### config.mk
export PLATFORM = sky130hd
export DESIGN_NAME = arbitro_param_flat
export DESIGN_NICKNAME = d
export VERILOG_FILES = /design/src/rtl/arbitro_param_if.sv /design/src/rtl/arbitro_param.sv /design/src/flat_wrapper.sv
export SDC_FILE = /design/constraint.sdc
export NUM_CORES = 1
export LEC_CHECK = 0
export BUFFER_PORTS_ARGS = -buffer_cell sky130_fd_sc_hd__buf_2
export CAP_MARGIN = 20
export CELL_PAD_IN_SITES_DETAIL_PLACEMENT = 1
export CELL_PAD_IN_SITES_GLOBAL_PLACEMENT = 1
export CORE_AREA = 5 5 73 75
export CTS_BUF_LIST = sky130_fd_sc_hd__clkbuf_2 sky130_fd_sc_hd__clkbuf_4 sky130_fd_sc_hd__clkbuf_8
export CTS_CLUSTER_DIAMETER = 150
export CTS_CLUSTER_SIZE = 40
export DETAILED_ROUTE_END_ITERATION = 10
export DIE_AREA = 0 0 78 80
export GPL_TIMING_DRIVEN = 0
export HOLD_SLACK_MARGIN = 0.08
export MAX_ROUTING_LAYER = met4
export PLACE_DENSITY = 0.9
export SYNTH_ARGS = -nofsm -noshare
export SYNTH_HDL_FRONTEND = slang
export SYNTH_SLANG_ARGS = --single-unit
### constraint.sdc
create_clock -name clk -period 3.05 [get_ports clk]
set_input_delay 0.4575 -clock clk [delete_from_list [all_inputs] [get_ports clk]]
set_output_delay 0.4575 -clock clk [all_outputs]
set_load 0.03 [all_outputs]
### src/rtl/arbitro_param_if.sv
// Bundles the arbiter's FIFO-side signals. The arbiter uses the master modport;
// the FIFO environment (or a testbench) uses the slave modport.
interface arbitro_param_if #(
    parameter int N_IN  = 4,
    parameter int N_OUT = 4,
    parameter int WIDTH = 12
);
    logic [N_IN-1:0]       empty;
    logic [N_IN*WIDTH-1:0] fifo_out;
    logic [N_OUT-1:0]      almost_full;
    logic [N_IN-1:0]       pop;
    logic [N_OUT-1:0]      push;
    logic [WIDTH-1:0]      data_out;
    logic                  dest_err;
    logic                  idle;

    modport master (
        input  empty, fifo_out, almost_full,
        output pop, push, data_out, dest_err, idle
    );

    modport slave (
        output empty, fifo_out, almost_full,
        input  pop, push, data_out, dest_err, idle
    );
endinterface

### src/rtl/arbitro_param.sv
// N_IN x N_OUT FIFO arbiter with fixed-priority or round-robin selection and
// out-of-range dest dropping. Define ARB_STATS_EN to add word_count/drop_count.
module arbitro_param #(
    parameter int N_IN     = 4,
    parameter int N_OUT    = 4,
    parameter int WIDTH    = 12,
    parameter int DEST_LSB = 8,
    parameter int DEST_W   = 2,
    parameter int MODE     = 1
) (
    input  logic            clk,
    input  logic            reset,
    arbitro_param_if.master bus
`ifdef ARB_STATS_EN
    ,
    output logic [15:0]     word_count,
    output logic [7:0]      drop_count
`endif
);

    localparam int PTR_W = $clog2(N_IN);

    typedef enum logic [0:0] {
        IDLE   = 1'b0,
        ACTIVE = 1'b1
    } state_t;

    logic [WIDTH-1:0]  headWord [N_IN];
    logic [DEST_W-1:0] headDest [N_IN];
    logic [N_IN-1:0]   eligible;

    logic              grantValid;
    logic [PTR_W-1:0]  grantIdx;
    logic [WIDTH-1:0]  gntWord;
    logic [DEST_W-1:0] gntDest;

    logic [N_OUT-1:0]  push_q, push_d;
    logic [WIDTH-1:0]  dataOut_q, dataOut_d;
    logic              destErr_q, destErr_d;
    logic [PTR_W-1:0]  rrPtr_q, rrPtr_d;
    state_t            state_q;
    logic              idle_q;

    // A head is blocked only by its own in-range destination being almost full;
    // out-of-range heads stay eligible so they can be drained and dropped.
    always_comb begin
        for (int i = 0; i < N_IN; i++) begin
            logic blocked;
            headWord[i] = bus.fifo_out[i*WIDTH +: WIDTH];
            headDest[i] = headWord[i][DEST_LSB +: DEST_W];
            blocked     = 1'b0;
            for (int o = 0; o < N_OUT; o++) begin
                if (int'(headDest[i]) == o) begin
                    blocked = bus.almost_full[o];
                end
            end
            eligible[i] = !bus.empty[i] && !blocked;
        end
    end

    // Scan in descending order so the lowest-ranked eligible candidate is kept.
    always_comb begin
        grantValid = 1'b0;
        grantIdx   = '0;
        if (MODE == 0) begin
            for (int i = N_IN - 1; i >= 0; i--) begin
                if (eligible[i]) begin
                    grantValid = 1'b1;
                    grantIdx   = PTR_W'(i);
                end
            end
        end else begin
            for (int k = N_IN - 1; k >= 0; k--) begin
                int idx;
                idx = (int'(rrPtr_q) + k) % N_IN;
                if (eligible[PTR_W'(idx)]) begin
                    grantValid = 1'b1;
                    grantIdx   = PTR_W'(idx);
                end
            end
        end
    end

    assign gntWord = headWord[grantIdx];
    assign gntDest = headDest[grantIdx];

    assign bus.pop = (grantValid && !reset) ? (N_IN'(1) << grantIdx) : '0;

    always_comb begin
        push_d    = '0;
        dataOut_d = dataOut_q;
        destErr_d = 1'b0;
        rrPtr_d   = rrPtr_q;
        if (grantValid) begin
            if (int'(gntDest) < N_OUT) begin
                push_d    = N_OUT'(1) << gntDest;
                dataOut_d = gntWord;
            end else begin
                destErr_d = 1'b1;
            end
            if (MODE != 0) begin
                rrPtr_d = (grantIdx == PTR_W'(N_IN - 1)) ? '0 : grantIdx + 1'b1;
            end
        end
    end

    always_ff @(posedge clk) begin
        if (reset) begin
            push_q    <= '0;
            dataOut_q <= '0;
            destErr_q <= 1'b0;
            rrPtr_q   <= '0;
        end else begin
            push_q    <= push_d;
            dataOut_q <= dataOut_d;
            destErr_q <= destErr_d;
            rrPtr_q   <= rrPtr_d;
        end
    end

    // Masking with reset discards a push that is pending when reset arrives.
    assign bus.push     = reset ? '0 : push_q;
    assign bus.dest_err = destErr_q && !reset;
    assign bus.data_out = dataOut_q;

    always_ff @(posedge clk) begin
        if (reset) begin
            state_q <= IDLE;
            idle_q  <= 1'b1;
        end else begin
            case (state_q)
                IDLE: begin
                    if (|eligible) begin
                        state_q <= ACTIVE;
                        idle_q  <= 1'b0;
                    end
                end
                ACTIVE: begin
                    if (!grantValid && (push_q == '0) && !destErr_q) begin
                        state_q <= IDLE;
                        idle_q  <= 1'b1;
                    end
                end
                default: begin
                    state_q <= IDLE;
                    idle_q  <= 1'b1;
                end
            endcase
        end
    end

    assign bus.idle = idle_q;

`ifdef ARB_STATS_EN
    logic [15:0] wordCount_q;
    logic [7:0]  dropCount_q;

    // word_count wraps naturally; drop_count sticks at its maximum.
    always_ff @(posedge clk) begin
        if (reset) begin
            wordCount_q <= '0;
            dropCount_q <= '0;
        end else begin
            if (|push_q) begin
                wordCount_q <= wordCount_q + 16'd1;
            end
            if (destErr_q && (dropCount_q != 8'hFF)) begin
                dropCount_q <= dropCount_q + 8'd1;
            end
        end
    end

    assign word_count = wordCount_q;
    assign drop_count = dropCount_q;
`endif

endmodule
### src/flat_wrapper.sv
// flat-port wrapper written by rule: the top's interface ports become plain ports
module arbitro_param_flat 
#(
    parameter int N_IN     = 4,
    parameter int N_OUT    = 4,
    parameter int WIDTH    = 12,
    parameter int DEST_LSB = 8,
    parameter int DEST_W   = 2,
    parameter int MODE     = 1
)
  (clk, reset, bus_empty, bus_fifo_out, bus_almost_full, bus_pop, bus_push, bus_data_out, bus_dest_err, bus_idle);
  arbitro_param_if #(.N_IN(N_IN), .N_OUT(N_OUT), .WIDTH(WIDTH)) bus_i ();
  input  logic clk;
  input  logic reset;
  input wire logic [$bits(bus_i.empty)-1:0] bus_empty;
  input wire logic [$bits(bus_i.fifo_out)-1:0] bus_fifo_out;
  input wire logic [$bits(bus_i.almost_full)-1:0] bus_almost_full;
  output wire logic [$bits(bus_i.pop)-1:0] bus_pop;
  output wire logic [$bits(bus_i.push)-1:0] bus_push;
  output wire logic [$bits(bus_i.data_out)-1:0] bus_data_out;
  output wire logic [$bits(bus_i.dest_err)-1:0] bus_dest_err;
  output wire logic [$bits(bus_i.idle)-1:0] bus_idle;
  assign bus_i.empty = bus_empty;
  assign bus_i.fifo_out = bus_fifo_out;
  assign bus_i.almost_full = bus_almost_full;
  assign bus_pop = bus_i.pop;
  assign bus_push = bus_i.push;
  assign bus_data_out = bus_i.data_out;
  assign bus_dest_err = bus_i.dest_err;
  assign bus_idle = bus_i.idle;
  arbitro_param #(.N_IN(N_IN), .N_OUT(N_OUT), .WIDTH(WIDTH), .DEST_LSB(DEST_LSB), .DEST_W(DEST_W), .MODE(MODE)) u_core (.clk(clk), .reset(reset), .bus(bus_i));
endmodule
==> impl_metrics.ini, run 1 <==
[detailed_routing]
drtPass1Iterations = 4
drtIter0Drc = 64
vias = 1548
wl_per_cell_um = 16.85
totalWireLength_um = 4953
detail-route-antenna-nets = 0
viasPerCell = 5.265
drc = 0

[pwr]
pwr_density_cell_nw_per_um2 = 503.4
p_leak_uw = 0.0009501
p_seq_share_pct = 32.4
vdd_drop_max_mv = 0.2213
p_sw_share_pct = 39.22
power_frac_comb_pct = 47.1
p_clk_share_pct = 20.5
switchingPower_uw = 402.5
internal_power_uw = 623.6
p_total_uw = 1026

[synth]
yosys.area.top_type = dfxtp_1
ys_seq_area_share_pct = 27.73
ys_seq_elements = 20
synth_most_common_cell = mux2i_1
netlist_top_cells_area = dfxtp_1, mux2i_1, mux4_2, o221ai_1, nand2_1
synth_top_area_share_pct = 27.73
synth-main-ff-cell = dfxtp_1
yosysUniqueCellTypes = 43
synthesis.area_sq_um = 1444
synthCells = 151
synth_common_cells = mux2i_1, dfxtp_1, nand2_1, o221ai_1, nor2_1
async_flop_share_pct = 0
synth-edff-count = 0
ys_warn_count = 0
synth_nets = 213
synth_area_per_cell_sq_um = 9.562

[cts]
cts_root_buf = clkbuf_8
cts-htree-levels = 1
clock-sinks = 20
cts_buffers = 3
hold_buffers = 0
clk_path_buf_depth = 2
cts_tree = yes
clock_latency_ns = 0.26
clk_pin_slew_ns = 0.08

[die]
die_x_um = 78
core_area_sq_um = 4598
ioPinCount = 80
dieHeight_um = 80
die_area_sq_um = 6240
rows = 25
start_util_pct = 31.40

[status]
status = complete, no violations

[timing]
clock.fmax_mhz = 341.6
skew_ns = 0.001448
tightest_slew_ns = 0.7181
fin_setup_tns_ns = 0
setup_viol = 0
setup_slack_ns = 0.1225
report.final.hold_viol_count = 0
holdWs_ns = 0.4681
drv_slew = 0
slew_headroom_pct = 51.69
period_needed_ns = 2.927
period_share_pct = 95.98
rsz0062_at_grt = false

[worst_setup_path]
arrival_ns = 2.47
cp_num_buf_inv = 3
crit_family = simple AND/OR/NAND/NOR gates
cp-end-kind = primary output
critPathKind = in -> out
max_stage_delay_ns = 0.52
critical_path.max_fanout = 4
cpMostUsedCell = buf_2
crit_path_start_kind = input port
cp_slowest_cell = mux4_2
cp_cell_sequence = buf_2, mux4_2, or2_2, nor2_1, o21ai_2, nor2_2, inv_1, ha_1, and2_1, buf_2
required_ns = 2.59

[global_route]
grt_overflow = 0
grt_pass1_wl_um = 7569
grt_usage_pct = 15.22
grt_pass1_vias = 1664
antenna_found_initial = 0
grt_start_max_net_pins = 21

[place]
place_area_sq_um = 1902
port_buffers = 78
hpwl_um = 3915
globalplace.congestion = 0.7670
pre_cts_ws_ns = -0.1582

[finish]
drive_above_1_share_pct = 47.08
area_growth_pct = 41.16
insertedDiodeCount = 0
layout.nets = 303
final_design_area_no_fill_sq_um = 2038

[job]
maxCapViolations = 0

[min_path]
hold_class = reg -> reg
-- layer usage --
layer  routed length (um)  track usage, %  part of all wire (%)  up-vias
li1                     -               -                     -      759
met1                 2093           16.73                    42      725
met2                 2547           28.38                    51       58
met3                  257           2.709                   5.2        6
met4                   55           3.547                   1.1        0
met5                    0               -                     0        -
-- cells in the final DEF, fill, tap and decap left out, drive strengths merged, types with 6 or more instances in the layout --
cell type,synthesis,layout
clkbuf,2,7
nor2,9,9
mux2i,24,24
inv,6,6
buf,6,90
o221ai,11,11
nand2,16,16
dfxtp,20,20
-- final cells by class --
cell class	instances	area, sq um
fillers	578	2560
multi-input cells	117	963.4
repair buffers	86	467.9
flip-flops and latches	20	400.4
well taps	54	67.56
plain buffers	7	61.31
clock buffers	4	55.05
inverters	6	22.52
-- sequential cells by signal, indices dropped and copies added, names as in the netlist --
signal               flops
u_core.bus.idle          1
u_core.rrPtr_q           2
u_core.bus.data_out     12
u_core.push_q            4
u_core.state_q           1
-- kinds of logic after synthesis --
group                    Yosys count  synth area share (%)
AND/OR/NAND/NOR                   45                 15.86
AO/OA/AOI/OAI                     38                 22.79
multiplexers                      29                 23.66
flip-flops                        20                 27.73
buffers and inverters             14                 6.239
adder cells (fa/ha/maj)            4                 3.466
other                              1                0.2597
-- worst paths after layout --
kind / endpoint / slack, ns / start / cells past startpoint
worst min register to register: u_core.bus.data_out[3] / 0.47 / u_core.bus.data_out[3] / 2
worst max register to register: u_core.push_q[3] / 0.99 / u_core.rrPtr_q[1] / 8
worst max-delay path: bus_pop[0] / 0.12 / bus_fifo_out[44] / 10
worst min-delay path: u_core.bus.data_out[3] / 0.47 / u_core.bus.data_out[3] / 2
-- worst register-to-register path, delay by kind of cell, from the launching register on --
family          cells  cell delay (ns)
compound gates      2             0.43
simple gates        2             0.42
mux                 1             0.30
buf+inv             3             0.38
flops               1             0.41
-- per-stage QoR --
stage / std cells / utilization, %
2_1_floorplan: 151 / -
3_3_place_gp: 283 / 41.36
6_report: 294 / 44.33
4_1_cts: 289 / 43.07
5_1_grt: 294 / 44.33
3_5_place_dp: 283 / 41.36
-- timing repair --
action                     CTS  global route
setup endpoints to repair    4             4
buffers inserted             3             4
cloned                       0             1
resized for setup            3             1
pin swaps                    2             1
-- power by group through the flow --
| stage | registers [uW] | clock network (uW) | logic, uW |
|---|---|---|---|
| 6_report | 333 | 211 | 483 |
| 5_1_grt | 339 | 221 | 522 |
| 4_1_cts | 333 | 207 | 459 |
| 3_5_place_dp | 337 | 0 | 452 |
| 3_3_place_gp | 336 | 0 | 436 |
| 2_1_floorplan | 397 | 0 | 247 |
(Power assumes the default switching activity.)
==> inputs of run 2 (changes only) <==
--- a/config.mk
+++ b/config.mk
@@ -18,7 +18,7 @@
 export GPL_TIMING_DRIVEN = 0
 export HOLD_SLACK_MARGIN = 0.08
 export MAX_ROUTING_LAYER = met4
-export PLACE_DENSITY = 0.9
+export PLACE_DENSITY_LB_ADDON = 0.3
 export SYNTH_ARGS = -nofsm -noshare
 export SYNTH_HDL_FRONTEND = slang
 export SYNTH_SLANG_ARGS = --single-unit
==> run 2 against run 1 <==
Compared with the run above: die area unchanged; worst hold slack better by 0.0037 ns; clock power up 27%; worst setup slack worse by 0.028 ns; clock skew up 0.0037 ns; sequential share of layout area down 0.65 points; register-to-register slack better by 0.04 ns; global-route usage up 0.36 points; utilization up 1.5 points; combinational power up 3%; power up 7.0%; wire length down 5.4%; critical path type unchanged; highest routed layer unchanged.
==> impl_metrics.ini, run 2 (same netlist as run 1, synthesis figures left out) <==
[finish]
insertedDiodeCount = 0
layout_common_cells = buf_2, mux2i_1, dfxtp_1
area_growth_pct = 46.01
layout_commonest_cell = buf_2
largest_register_ffs = 12
multiInputGateArea_sq_um = 979.7
instances_no_fill = 298
layout.nets = 307
seq_area_sq_um = 400.4
drive_above_1_share_pct = 48.36
fillers = 560

[timing]
clock.fmax_mhz = 338.3
skew_ns = 0.005149
period_needed_ns = 2.956
slew_headroom_pct = 56.04
setup_viol = 0
report.final.hold_viol_count = 0
drv_slew = 0
tightest_slew_ns = 0.6544
period_share_pct = 96.91
holdWs_ns = 0.4718

[job]
maxCapViolations = 0

[worst_setup_path]
crit_path_start_kind = input port
critical_path.max_fanout = 6
critPathKind = in -> out
cp-end-kind = primary output
required_ns = 2.59
arrival_ns = 2.50

[pwr]
pwr_density_cell_nw_per_um2 = 520.8
vdd_drop_max_mv = 0.1843
p_leak_uw = 0.0009914

[die]
rows = 25
ioPinCount = 80
die_x_um = 78
core_area_sq_um = 4598
die_area_sq_um = 6240
dieHeight_um = 80
start_util_pct = 31.40

[detailed_routing]
vias = 1508
drtIter0Drc = 16
drc = 0
totalWireLength_um = 4684
viasPerCell = 5.060
detail-route-antenna-nets = 0
wl_per_cell_um = 15.72
drtPass1Iterations = 4

[place]
placed_cells = 283
port_buffers = 78
globalplace.congestion = 0.7962
hpwl_um = 3706

[cts]
cts_tree = yes
clk_pin_slew_ns = 0.08
cts_root_buf = clkbuf_8
clock_latency_ns = 0.26
clock-sinks = 20
hold_buffers = 0
clk_path_buf_depth = 2
cts_buffers = 3
cts-htree-levels = 1

[global_route]
grt_usage_pct = 15.58
grt_overflow = 0
antenna_found_initial = 0
grt_pass1_wl_um = 7831
grt_pass1_vias = 1704
grt_start_max_net_pins = 13

[status]
status = complete, no violations

[min_path]
hold_class = reg -> reg
==> run 2: changes by cell type in the layout (fill, tap and decap cells not counted), sizes merged <==
cell,previous run,this run
clkbuf,7,5
buf,90,94
bufinv,0,1
bufbuf,0,1
==> run 2: worst max-delay path, cell delays in order <==
cell and delay [ns]:
buf_2 0.14, mux4_2 0.56, o22a_1 0.23, a221o_1 0.32
nor2_4 0.15, buf_12 0.13, inv_1 0.05, ha_1 0.16
and2_1 0.12, buf_2 0.17
==> run 2: what timing repair did <==
| action | 4_1_cts | 5_1_grt |
|---|---|---|
| setup endpoints to repair | 4 | 4 |
| gates resized for setup | 3 | 3 |
| gates cloned | 1 | 0 |
| endpoints found under the hold margin | 0 | 0 |
| setup buffers | 2 | 9 |
| pin swaps | 2 | 3 |
==> run 2: layer usage <==
layer / GRT usage, % / wire (um) / vias to the layer above
met5: - / 0 / -
met4: 2.365 / 19 / 0
met3: 3.273 / 277 / 2
met2: 27.05 / 2229 / 48
met1: 18.98 / 2157 / 693
li1: - / - / 765
==> run 2: through the flow <==
stage / utilization (%) / cell area [sq um] / worst slack (ns) / setup TNS [ns] / total power (uW)
finish: 45.85 / 2108 / 0.09415 / 0 / 1098
global route: 45.85 / 2108 / -0.02516 / -0.03323 / 1164
CTS: 43.97 / 2022 / 0.01291 / 0 / 1075
detailed placement: 41.36 / 1902 / -0.1582 / -0.5297 / 784.2
global placement: 41.36 / 1902 / -0.1583 / -0.4798 / 778.5
floorplan: - / 1444 / 0.2508 / 0 / 644.8
==> run 2: cell type report <==
type                    count  share of cell area, %
multi-input cells         117                  46.47
repair buffers             90                  23.98
flip-flops and latches     20                  18.99
well taps                  54                  3.205
plain buffers               7                  2.908
clock buffers               3                  1.958
clock inverters             1                  1.424
inverters                   6                  1.068
==> run 2: worst paths after layout <==
check | slack [ns] | from | endpoint | cells past startpoint
worst max-delay path | 0.09 | bus_fifo_out[32] | bus_pop[0] | 10
worst min-delay path | 0.47 | u_core.bus.data_out[2] | u_core.bus.data_out[2] | 2
worst max register to register | 1.03 | u_core.rrPtr_q[1] | u_core.push_q[1] | 8
worst min register to register | 0.47 | u_core.bus.data_out[2] | u_core.bus.data_out[2] | 2
==> run 2: report_power, final <==
group	switching (uW)	internal [uW]	total, uW
registers	27.7	306	334
logic	276	221	497
clock network	92.6	175	268
total	397	701	1100
==> inputs of run 3 (changes only) <==
--- a/config.mk
+++ b/config.mk
@@ -5,16 +5,17 @@
 export SDC_FILE = /design/constraint.sdc
 export NUM_CORES = 1
 export LEC_CHECK = 0
+export ABC_AREA = 1
 export BUFFER_PORTS_ARGS = -buffer_cell sky130_fd_sc_hd__buf_2
 export CAP_MARGIN = 20
 export CELL_PAD_IN_SITES_DETAIL_PLACEMENT = 1
 export CELL_PAD_IN_SITES_GLOBAL_PLACEMENT = 1
-export CORE_AREA = 5 5 73 75
+export CORE_AREA = 5 5 80 82
 export CTS_BUF_LIST = sky130_fd_sc_hd__clkbuf_2 sky130_fd_sc_hd__clkbuf_4 sky130_fd_sc_hd__clkbuf_8
 export CTS_CLUSTER_DIAMETER = 150
 export CTS_CLUSTER_SIZE = 40
 export DETAILED_ROUTE_END_ITERATION = 10
-export DIE_AREA = 0 0 78 80
+export DIE_AREA = 0 0 85 87
 export GPL_TIMING_DRIVEN = 0
 export HOLD_SLACK_MARGIN = 0.08
 export MAX_ROUTING_LAYER = met4
==> run 3 against run 2 <==
Compared with the run above: worst hold slack worse by 0.020 ns; utilization shrank 7.8 points; critical path type is now reg -> out; sequential share of layout area fell by 0.47 points.
==> impl_metrics.ini, run 3 <==
[synth]
ys_warn_count = 0
ys_seq_elements = 20
synth_common_cells = nand2_1, nand3_1, inv_1, dfxtp_1, nor2_1
yosys.area.top_type = nand3_1
synth-edff-count = 0
synth_top_area_share_pct = 25.37
ys_seq_area_share_pct = 24.75
netlist_top_cells_area = nand3_1, dfxtp_1, nand2_1, inv_1, nor2_1
synth_most_common_cell = nand2_1
synth_area_per_cell_sq_um = 5.819
yosysUniqueCellTypes = 23
synthesis.area_sq_um = 1618
async_flop_share_pct = 0
synthCells = 278
synth_nets = 340
synth-main-ff-cell = dfxtp_1

[timing]
rsz0062_at_grt = false
period_needed_ns = 2.782
holdWs_ns = 0.4519
setup_viol = 0
fin_setup_tns_ns = 0
clock.fmax_mhz = 359.5
skew_ns = 0.003822
report.final.hold_viol_count = 0
period_share_pct = 91.21
drv_slew = 0

[cts]
clk_pin_slew_ns = 0.07
cts_buffers = 3
clock-sinks = 20
clk_path_buf_depth = 2
cts_tree = yes
clock_latency_ns = 0.26
cts-htree-levels = 1
postCtsSetupBuffers = 0
cts_root_buf = clkbuf_8

[detailed_routing]
vias = 2024
drc = 0
detail-route-antenna-nets = 0
totalWireLength_um = 5559
viasPerCell = 4.653
wl_per_cell_um = 12.78
drtIter0Drc = 67
drtPass1Iterations = 4

[global_route]
grt_start_max_net_pins = 12
grt_pass1_wl_um = 9315
antenna_found_initial = 0
grt_usage_pct = 15.83
grt_pass1_vias = 2076
grt_overflow = 0

[worst_setup_path]
critPathKind = reg -> out
max_stage_delay_ns = 0.31
critical_path.max_fanout = 11
cpMostUsedCell = nand2_1
required_ns = 2.59
cp-end-kind = primary output
cp_cell_sequence = buf_2, inv_2, nand3_1, nand2_1, nand2_1, nand2_1, inv_2, nand2_2, nand2_4, nand2_8, buf_6, inv_1, ha_1, inv_1, nor2_1, clkbuf_4
r2r_start = u_core.rrPtr_q[0]
r2r_setup_slack_ns = 0.91
arrival_ns = 2.32
crit_path_start_kind = flop
cp_slowest_cell = dfxtp_1
cp-startpoint = u_core.rrPtr_q[0]

[finish]
instances_no_fill = 435
layout.nets = 423
fillers = 834
area_growth_pct = 33.64
drive_above_1_share_pct = 29.44
layout_common_cells = nand2_1, nand3_1, buf_2
insertedDiodeCount = 0
layout_commonest_cell = nand2_1
largest_register_ffs = 12

[min_path]
hp-start = u_core.bus.data_out[8]
hold_class = reg -> reg

[pwr]
p_sw_share_pct = 53.62
switchingPower_uw = 1093
p_seq_share_pct = 20.9
pwr_density_cell_nw_per_um2 = 942.4
internal_power_uw = 945.0
p_clk_share_pct = 9.8
p_leak_uw = 0.001249
vdd_drop_max_mv = 0.3694
power_frac_comb_pct = 69.4

[die]
ioPinCount = 80
core_area_sq_um = 5675
die_area_sq_um = 7395
dieHeight_um = 87
die_x_um = 85
rows = 28
start_util_pct = 28.51

[place]
globalplace.congestion = 0.9024
port_buffers = 78
hpwl_um = 4783
placed_cells = 431

[job]
maxCapViolations = 0

[status]
status = complete, no violations
-- run 3: power by group through the flow --
stage               clock [uW]  sequential [uW]  combinational [uW]
global placement             0              425                1420
detailed placement           0              430                1430
finish                     199              425                1410
global route               222              439                1600
CTS                        205              426                1440
floorplan                    0              566                 898
-- run 3: what timing repair did --
item / in CTS / in global routing
endpoints found under the setup margin: 0 / 1
hold buffers: 0 / 0
gates resized for setup: 0 / 2
-- run 3: layout make-up --
cell class | count | area [sq um] | area share [%]
Buffer | 12 | 80.08 | 3.704
Clock buffer | 4 | 55.05 | 2.546
Inverter | 32 | 120.1 | 5.556
Multi-Input combinational cell | 214 | 1020 | 47.16
Sequential cell | 20 | 400.4 | 18.52
Tap cell | 75 | 93.84 | 4.340
Timing Repair Buffer | 78 | 392.9 | 18.17
-- run 3: stage by stage --
step / instance area [sq um] / utilization, % / total power, uW / setup slack [ns]
floorplan: 1618 / - / 1464 / 0.5027
global placement: 2102 / 37.04 / 1840 / 0.3203
detailed placement: 2102 / 37.04 / 1865 / 0.2324
CTS: 2157 / 38.01 / 2069 / 0.2261
global route: 2162 / 38.10 / 2257 / 0.01411
finish: 2162 / 38.10 / 2038 / 0.2681
-- run 3: final timing paths --
path,to,depth (start not counted)
min,u_core.bus.data_out[8],2
max reg2reg,u_core.rrPtr_q[1],15
min reg2reg,u_core.bus.data_out[8],2
max,bus_pop[3],16
-- run 3: worst max-delay path: cells and delay by family (launching register included) --
family,cells,cell delay (ns)
adder cells (fa/ha/maj),1,0.15
buffers and inverters,7,0.86
AND/OR/NAND/NOR,8,0.72
flip-flops,1,0.31
-- run 3: cells by family (layout without fill, tap and decap cells) --
group | after synthesis | after routing | synth area share, %
simple gates | 202 | 202 | 56.77
buf+inv | 44 | 126 | 12.37
other cells | 1 | 1 | 0.2318
fa+ha+maj | 4 | 4 | 3.094
xor+xnor | 1 | 1 | 0.5415
flops | 20 | 20 | 24.75
compound gates | 6 | 6 | 2.243
-- run 3: routing by layer --
metal,GRT usage (%),share of wire (%),up-vias
met5,-,0,-
met4,1.439,0.38,0
met3,3.406,6.3,2
met2,28.11,49,62
met1,19.10,45,906
li1,-,-,1054
